**config.mk**
```make
export PLATFORM = sky130hd
export DESIGN_NAME = eth_framer
export DESIGN_NICKNAME = d
export VERILOG_FILES = /design/src/rtl/eth_framer.sv
export SDC_FILE = /design/constraint.sdc
export NUM_CORES = 1
export LEC_CHECK = 0
export BUFFER_PORTS_ARGS = -buffer_cell sky130_fd_sc_hd__buf_2
export CAP_MARGIN = 0
export CORE_UTILIZATION = 30
export CTS_CLUSTER_DIAMETER = 40
export DETAILED_ROUTE_END_ITERATION = 7
export SLEW_MARGIN = 30
export SYNTH_ARGS = -nofsm -noshare
export SYNTH_HDL_FRONTEND = slang
export SYNTH_SLANG_ARGS = --single-unit
```
**constraint.sdc**
```tcl
create_clock -name clk -period 4.9 [get_ports clk]
set_input_delay 0.49 -clock clk [delete_from_list [all_inputs] [get_ports clk]]
set_output_delay 0.49 -clock clk [all_outputs]
set_load 0.03 [all_outputs]
```
**src/rtl/eth_framer.sv**
```systemverilog
// GMII transmit framer: preamble, SFD, header, payload, zero pad, CRC-32 FCS, inter-packet gap.
// The state names the byte being loaded into the registered GMII outputs during that cycle.
module eth_framer #(
    parameter int PREAMBLE_LEN    = 7,
    parameter int MIN_PAYLOAD_LEN = 46,
    parameter int MAX_PAYLOAD_LEN = 1500,
    parameter int IPG_LEN         = 12
) (
    input  logic        clk,
    input  logic        rst_n,
    input  logic [47:0] dst_mac_i,
    input  logic [47:0] src_mac_i,
    input  logic [15:0] ether_type_i,
    input  logic        s_valid_i,
    input  logic [7:0]  s_data_i,
    input  logic        s_last_i,
    output logic        s_ready_o,
    output logic [7:0]  gmii_tx_data_o,
    output logic        gmii_tx_en_o,
    output logic        gmii_tx_er_o,
    output logic        busy_o,
    output logic        underrun_o,
    output logic        oversize_o
);
    localparam int PW = $clog2(MAX_PAYLOAD_LEN + 1);
    localparam int CW = $clog2(PREAMBLE_LEN + IPG_LEN + 16);

    localparam logic [CW-1:0] PRE_LAST = CW'(PREAMBLE_LEN - 2);
    localparam logic [CW-1:0] IPG_LAST = CW'(IPG_LEN - 1);
    localparam logic [PW-1:0] MIN_LAST = PW'(MIN_PAYLOAD_LEN - 1);
    localparam logic [PW-1:0] MAX_CNT  = PW'(MAX_PAYLOAD_LEN);
    localparam logic [31:0]   CRC_INIT = 32'hFFFF_FFFF;

    typedef enum logic [3:0] {
        IDLE, PREAMBLE, SFD, DST_MAC, SRC_MAC, ETHER_TYPE,
        PAYLOAD, PAD, FCS, DRAIN, IPG
    } state_t;

    state_t         state_q, state_d;
    logic [CW-1:0]  cnt_q, cnt_d;
    logic [PW-1:0]  pay_q, pay_d;
    logic [111:0]   hdr_q, hdr_d;
    logic [31:0]    crc_q, crc_d;
    logic [7:0]     data_d;
    logic           en_d, er_d, und_d, ovs_d;
    logic [31:0]    fcs;

    function automatic logic [31:0] crc_byte(input logic [31:0] c, input logic [7:0] d);
        logic [31:0] r;
        r = c;
        for (int i = 0; i < 8; i++)
            r = (r[0] ^ d[i]) ? ((r >> 1) ^ 32'hEDB8_8320) : (r >> 1);
        return r;
    endfunction

    assign fcs    = ~crc_q;
    assign busy_o = (state_q != IDLE);

    // NOTE: every signal written here gets a default first, so no path can infer a latch.
    always_comb begin
        state_d   = state_q;
        cnt_d     = cnt_q;
        pay_d     = pay_q;
        hdr_d     = hdr_q;
        crc_d     = crc_q;
        data_d    = 8'h00;
        en_d      = 1'b0;
        er_d      = 1'b0;
        und_d     = 1'b0;
        ovs_d     = 1'b0;
        s_ready_o = 1'b0;

        case (state_q)
            IDLE: begin
                cnt_d = '0;
                pay_d = '0;
                crc_d = CRC_INIT;
                // The start cycle already loads the first preamble byte.
                if (s_valid_i) begin
                    hdr_d   = {dst_mac_i, src_mac_i, ether_type_i};
                    data_d  = 8'h55;
                    en_d    = 1'b1;
                    state_d = (PREAMBLE_LEN > 1) ? PREAMBLE : SFD;
                end
            end
            PREAMBLE: begin
                data_d = 8'h55;
                en_d   = 1'b1;
                cnt_d  = cnt_q + 1'b1;
                if (cnt_q == PRE_LAST) begin
                    cnt_d   = '0;
                    state_d = SFD;
                end
            end
            SFD: begin
                data_d  = 8'hD5;
                en_d    = 1'b1;
                cnt_d   = '0;
                state_d = DST_MAC;
            end
            DST_MAC, SRC_MAC, ETHER_TYPE: begin
                // cnt runs 0..13 across the whole 14-byte header.
                data_d = hdr_q[111:104];
                en_d   = 1'b1;
                hdr_d  = hdr_q << 8;
                crc_d  = crc_byte(crc_q, hdr_q[111:104]);
                cnt_d  = cnt_q + 1'b1;
                if (cnt_q == CW'(5))  state_d = SRC_MAC;
                if (cnt_q == CW'(11)) state_d = ETHER_TYPE;
                if (cnt_q == CW'(13)) begin
                    cnt_d   = '0;
                    state_d = PAYLOAD;
                end
            end
            PAYLOAD: begin
                s_ready_o = 1'b1;
                en_d      = 1'b1;
                if (s_valid_i) begin
                    data_d = s_data_i;
                    crc_d  = crc_byte(crc_q, s_data_i);
                    pay_d  = pay_q + 1'b1;
                    cnt_d  = '0;
                    if (s_last_i)
                        state_d = (pay_q < MIN_LAST) ? PAD : FCS;
                    else if (pay_d == MAX_CNT)
                        state_d = DRAIN;
                end else begin
                    er_d    = 1'b1;
                    und_d   = 1'b1;
                    cnt_d   = '0;
                    state_d = IPG;
                end
            end
            PAD: begin
                en_d  = 1'b1;
                crc_d = crc_byte(crc_q, 8'h00);
                pay_d = pay_q + 1'b1;
                if (pay_q == MIN_LAST) begin
                    cnt_d   = '0;
                    state_d = FCS;
                end
            end
            FCS: begin
                data_d = fcs[{cnt_q[1:0], 3'b000} +: 8];
                en_d   = 1'b1;
                cnt_d  = cnt_q + 1'b1;
                if (cnt_q == CW'(3)) begin
                    cnt_d   = '0;
                    state_d = IPG;
                end
            end
            DRAIN: begin
                // First drain cycle carries the abort marker after the last sent byte.
                s_ready_o = 1'b1;
                cnt_d     = CW'(1);
                if (cnt_q == '0) begin
                    en_d  = 1'b1;
                    er_d  = 1'b1;
                    ovs_d = 1'b1;
                end
                if (s_valid_i && s_last_i) begin
                    cnt_d   = '0;
                    state_d = IPG;
                end
            end
            IPG: begin
                cnt_d = cnt_q + 1'b1;
                if (cnt_q == IPG_LAST) begin
                    cnt_d   = '0;
                    state_d = IDLE;
                end
            end
            default: state_d = IDLE;
        endcase
    end

    // NOTE: sequential state uses non-blocking assignments so every register samples pre-edge values.
    always_ff @(posedge clk) begin
        if (!rst_n) begin
            state_q        <= IDLE;
            cnt_q          <= '0;
            pay_q          <= '0;
            hdr_q          <= '0;
            crc_q          <= CRC_INIT;
            gmii_tx_data_o <= 8'h00;
            gmii_tx_en_o   <= 1'b0;
            gmii_tx_er_o   <= 1'b0;
            underrun_o     <= 1'b0;
            oversize_o     <= 1'b0;
        end else begin
            state_q        <= state_d;
            cnt_q          <= cnt_d;
            pay_q          <= pay_d;
            hdr_q          <= hdr_d;
            crc_q          <= crc_d;
            gmii_tx_data_o <= data_d;
            gmii_tx_en_o   <= en_d;
            gmii_tx_er_o   <= er_d;
            underrun_o     <= und_d;
            oversize_o     <= ovs_d;
        end
    end

endmodule

```
# ---- Yosys cells after proc, flatten, opt, wreduce, memory -nomap -nowiden
# Cells that the tools add are included.
dict set report op_classes {
  n_addsub 2
  order_cmp 1
  eq_ne 25
  shifts 1
  mux 60
  bitwise 39
  reduce_logical 19
}
# op n
set ops {}
lappend ops {{$mux W32} 25}
lappend ops {{$not A13 Y14} 22}
lappend ops {{$pmux W112 S2} 1}
lappend ops {{$pmux W32 S4} 1}
lappend ops {{$mux W112} 1}
lappend ops {{$mux W4} 13}
lappend ops {{$pmux W8 S6} 1}
lappend ops {{$pmux W6 S7} 1}
lappend ops {{$pmux W4 S9} 1}
lappend ops {{$pmux W11 S3} 1}
lappend ops {{$not A32 Y32} 1}
lappend ops {{$shiftx A32 B6 Y8} 1}
lappend ops {{$mux W6} 5}
lappend ops {{$eq A4 B3 Y1 const B} 4}
lappend ops {{$xor A1 B1 Y1} 16}
lappend ops {{$ne A2 B2 Y1 const B} 7}
lappend ops {{$eq A4 B4 Y1 const B} 3}
lappend ops {{$eq A6 B4 Y1 const B} 2}
lappend ops {{$reduce_and A2 Y1} 6}
lappend ops {{$add A11 B1 Y11 const B} 1}
lappend ops {{$eq A11 B11 Y1 const B} 1}
lappend ops {{$eq A11 B6 Y1 const B} 1}
lappend ops {{$lt A11 B6 Y1 const B} 1}
lappend ops {{$mux W11} 1}
lappend ops {{other kinds (22)} 30}
dict set report totals {
  reg_bits 177
  inputBits 124
  out_inout_bits 14
  word_cells 157
}

# ---- Depth between registers and ports, before layout
dict set report logic_depth {
  word_depth 18
  ltp_mapped 9
  mapped_depth_nobuf 8
}

# ---- Worst setup path before layout
# No wires, ideal clock.
dict set report synth_path {
  path_kind {register to output}
  from {reg state_q[1]}
  to {out s_ready_o}
  arrival_ns 1.790
  t_required_ns 4.410
  slack_ns 2.620
  stages_incl_launch_ff 8
  path_buffers 4
  cell_sequence {dfxtp_1 > clkbuf_1 > buf_2 > and2_1 > clkbuf_1 > nand2_1 > clkbuf_1 > nand2_1}
}
dict set report synth_via {
  elab_chain_len 3
  word_cells_on_any_way 4
  classes_between {2 x eq/ne; 1 x mux; 1 x reduce/logical}
}
# element line_no
set synth_rtl {}
lappend synth_rtl {{start: declaration} 39} ;# state_t state_q, state_d;
lappend synth_rtl {{start signal: assignment} 191} ;# state_q <= state_d;
lappend synth_rtl {{$eq A4 B4 Y1 or $eq A4 B3 Y1 (tied branches)} 73} ;# case (state_q)
lappend synth_rtl {{$reduce_or A2 Y1 (no line) (*)} n/a}
lappend synth_rtl {{$mux W1 (*)} 73}
lappend synth_rtl {{end: declaration} 17} ;# output logic s_ready_o,
# Mark *: on every way between the ends. The rest lies on a longest branch, timed or not.

# ---- Worst setup path in the final report
# Same ends and word-level chain as after synthesis.

==> metrics.md <==
| Metric | Value |
|---|---|
| Die X | `approximately 190 µm` |
| Vias in the first global route | `9736` |
| Detail Route Antenna Nets | `0` |
| Critical R2R Capture | `crc_q[25]` |
| PortBufs | `137` |
| Post-synth EDFFs | `0` |
| Initial Util | `a little under a third` |
| WL met1 | `15.6 mm` |
| Yosys warns | `0` |
| Slew Limit Fails | `0` |
| Final WL | `35.3 mm` |
| Clk slew on worst S/H paths | `roughly 0.09 ns` |
| Top delay family on crit path | `simple AND/OR/NAND/NOR gates` |
| Synthesized Nets | `about 1.5k` |
| Slew @ Worst Pin | `1.03 ns` |
| Max stage delay on crit path | `0.83 ns` |
| Post-layout util | `a little over a third` |
| Via count | `10.1k` |
| Hold wc startpoint | `ether_type_i[3]` |
| First-pass GRT wire length | `55.5 mm` |
| Mapped Area | `0.0110 mm²` |
| Hold-critical path depth | `3` |
| Fin crit share | `between 60% and 70%` |
| Worst Hold Endpoint | `hdr_q[3]` |
| Unique masters post-synth | `72` |
| CTS hold repair buffers | `0` |
| CTS buffer count | `17` |
| Detailed-route DRC error count | `4` |
| Mean Syn Cell Area | `8.11 µm²` |
| Total area of multi-input combinational cells | `0.00697 mm²` |
| Failing checks | `design-rule violations` |
| Leakage Power | `5.72 nW` |
| Register-to-register setup slack | `1.83 ns` |
| Peak supply drop | `approximately 0.00042 V` |
| Fillcell total | `between 3k and 4k` |
| Area share of the largest cell type after synthesis | `32.2%` |
| I/O pin cnt | `138` |
| Die Y | `193 µm` |
| Wirelength per Cell | `18.7 µm` |
| Outcome | `finished with violations` |
| Post-CTS sizing | `0` |
| Critical Path, Cell by Cell | `and2_1, nand2_1, nand2_1, buf_2` |
| Worst path most repeated cell | `nand2_1` |
| CP Launch Point | `state_q[1]` |
| Routability cong. | `0.966` |
| Area Growth Syn to Fin | `14.9%` |
| CTS Buffer Depth | `2` |
| Min-Delay Path Class | `input pin to flip-flop` |
| Synth Register Bits | `177` |
| Worst r2r src | `state_q[1]` |
| H-tree Lvls | `4` |
| Core area | `0.0358 mm²` |
| Slowest CP cell | `dfxtp_1` |
| WL met2 | `between 15 and 20 mm` |
| Setup_tns | `0 ns` |
| DR top layer | `met5` |
| Grt total ovfl | `0` |
| Unrepaired setup endpoints after global routing | `no` |
| Layout cell share with drive strength beyond 1 | `approximately 16%` |
| Async S/R FF share, synth | `0%` |
| Min Clock Period, post-route | `3.10 ns` |
| Max-capacitance violation count | `0` |
| Final Net Count | `1539` |
| Worst EP arrival | `between 2 and 3 ns` |
| # rows | `69` |
| Cell taking the most area after synthesis | `dfxtp_1` |
| Pwr/cell area | `852 mW/mm²` |
| Number of buffer and inverter stages on the critical path | `1` |
| Critical Path Source Type | `flip-flop` |
| Clk_lat worst skew | `0.46 ns` |
| CTS Root Cell | `clkbuf_16` |
| Sequential share of the synthesized area | `32.2%` |
| TritonCTS clock tree | `built` |
| Largest fanout on the critical path | `25` |
| DRT Pass-1 Iters | `8` |
| Post-Syn Instances | `1355` |
| Initial antenna violation count | `4` |
| Hold_ws | `0.274 ns` |
| Mean number of vias per cell | `5.36` |
| Slew HR | `a little under a third` |
| Largest net degree at the start of global routing | `111` |
| Worst setup path category | `flip-flop to primary output` |
| Final Skew | `0.0155 ns` |
| CP Capture Type | `primary output` |
| Worst EP required | `4.41 ns` |
| Die area | `roughly 0.037 mm²` |
| Routed wl met3 | `3.15 mm` |
| Hold violation count in the final report | `0` |
| Top FF cell, synth | `dfxtp_1` |
| Worst reg2reg path depth | `6` |
| Peak Freq | `322 MHz` |
| Gr usage total | `18.7%` |
| Clock sinks | `177` |
| Seq. cell area | `approximately 0.0035 mm²` |
| HPWL after DPL | `24.2 mm` |
| DRT iter0 DRCs | `752` |
| # Post-CTS Setup Buffers | `0` |
| Largest cells by area after synthesis | `dfxtp_1 32%, xnor2_1 11%, o211a_1 9.7%` |
| Setup violations, final | `0` |
-- logic make-up after synthesis --
kind of cell / count (synthesis) / synth area share [%]
adders and majority gates: 6 / 0.683
xor gates and xnor gates: 200 / 17.7
AOI/OAI and AO/OA: 303 / 21.3
and+or+nand+nor: 521 / 20.8
DFF: 177 / 32.2
buffers and inverters: 131 / 4.76
muxes: 17 / 2.47
-- Yosys cell counts, drive strengths merged, types with 8 or more instances --
cell / number
nor2b: 9
nand2: 277
xor2: 43
and2: 8
xnor2: 149
o21ai: 49
clkbuf: 103
nor2: 55
mux2i: 8
dfxtp: 177
a21oi: 51
a211oi: 8
nand3: 126
a21boi: 8
o22ai: 18
o211a: 106
inv: 11
a221oi: 8
nand4: 9
mux4: 8
buf: 17
-- how the worst max path moves through the flow --
stage / slack [ns] / cells after the start / end
final: 1.80 / 4 / s_ready_o
after global routing: 1.58 / 6 / pay_q[6]
after CTS: 1.81 / 4 / s_ready_o
after detailed placement: 1.93 / 6 / pay_q[2]
after global placement: 2.04 / 6 / hdr_q[110]
after floorplan: 2.62 / 7 / s_ready_o
-- metal layers --
layer	up-vias	GRT usage, %
li1	4830	-
met1	4786	25.2
met2	404	28.8
met3	76	5.13
met4	6	6.01
met5	-	0
-- tightest hold or removal path, cell delays in order --
cell and delay [ns]:
buf_2 0.09, nand2_1 0.04, a21boi_0 0.06
-- state kept, by name (all words and copies together), names as in the netlist --
signal / flops
cnt_q: 6
gmii_tx_er_o: 1
underrun_o: 1
hdr_q: 112
pay_q: 11
gmii_tx_data_o: 8
state_q: 4
gmii_tx_en_o: 1
crc_q: 32
oversize_o: 1
-- placed cells by master, fill, tap and decap left out, drive strengths merged, types with 8 or more instances in the layout --
cell type  netlist  final
clkbuf         103     18
o22ai           18     18
mux4             8      8
xnor2          149    149
o211a          106    106
a21boi           8      8
and2             8      8
inv             11     19
mux2i            8      8
dfxtp          177    177
nand4            9      9
a211oi           8      8
nor2b            9      9
o21ai           49     49
a221oi           8      8
nand2          277    277
nor2            55     55
buf             17    155
nand3          126    126
xor2            43     43
a21oi           51     51
-- per-stage QoR --
stage	std cells	instance area, µm²	worst slack [ns]	total power, W
6_report	1885	12600	1.80	0.0108
5_1_grt	1883	12600	1.58	0.0115
4_1_cts	1882	12600	1.81	0.0107
3_5_place_dp	1850	12000	1.93	0.00916
3_3_place_gp	1850	12000	2.04	0.00909
2_1_floorplan	1355	11000	2.62	0.00773
-- layout make-up --
type | count | area share [%]
clock inverter | 14 | 1.46
multi-input combinational | 1047 | 55.2
clock buffer | 18 | 3.48
timing repair buffer | 155 | 6.88
tap | 461 | 4.57
antenna | 2 | 0.0396
sequential | 177 | 28.1
inverter | 11 | 0.327
-- where the power goes --
group / total (W) / switching (W) / internal (W)
registers: 0.00254 / 0.000574 / 0.00197
logic: 0.00674 / 0.00372 / 0.00302
clock network: 0.00147 / 0.000718 / 0.000754
(Power assumes the default switching activity.)
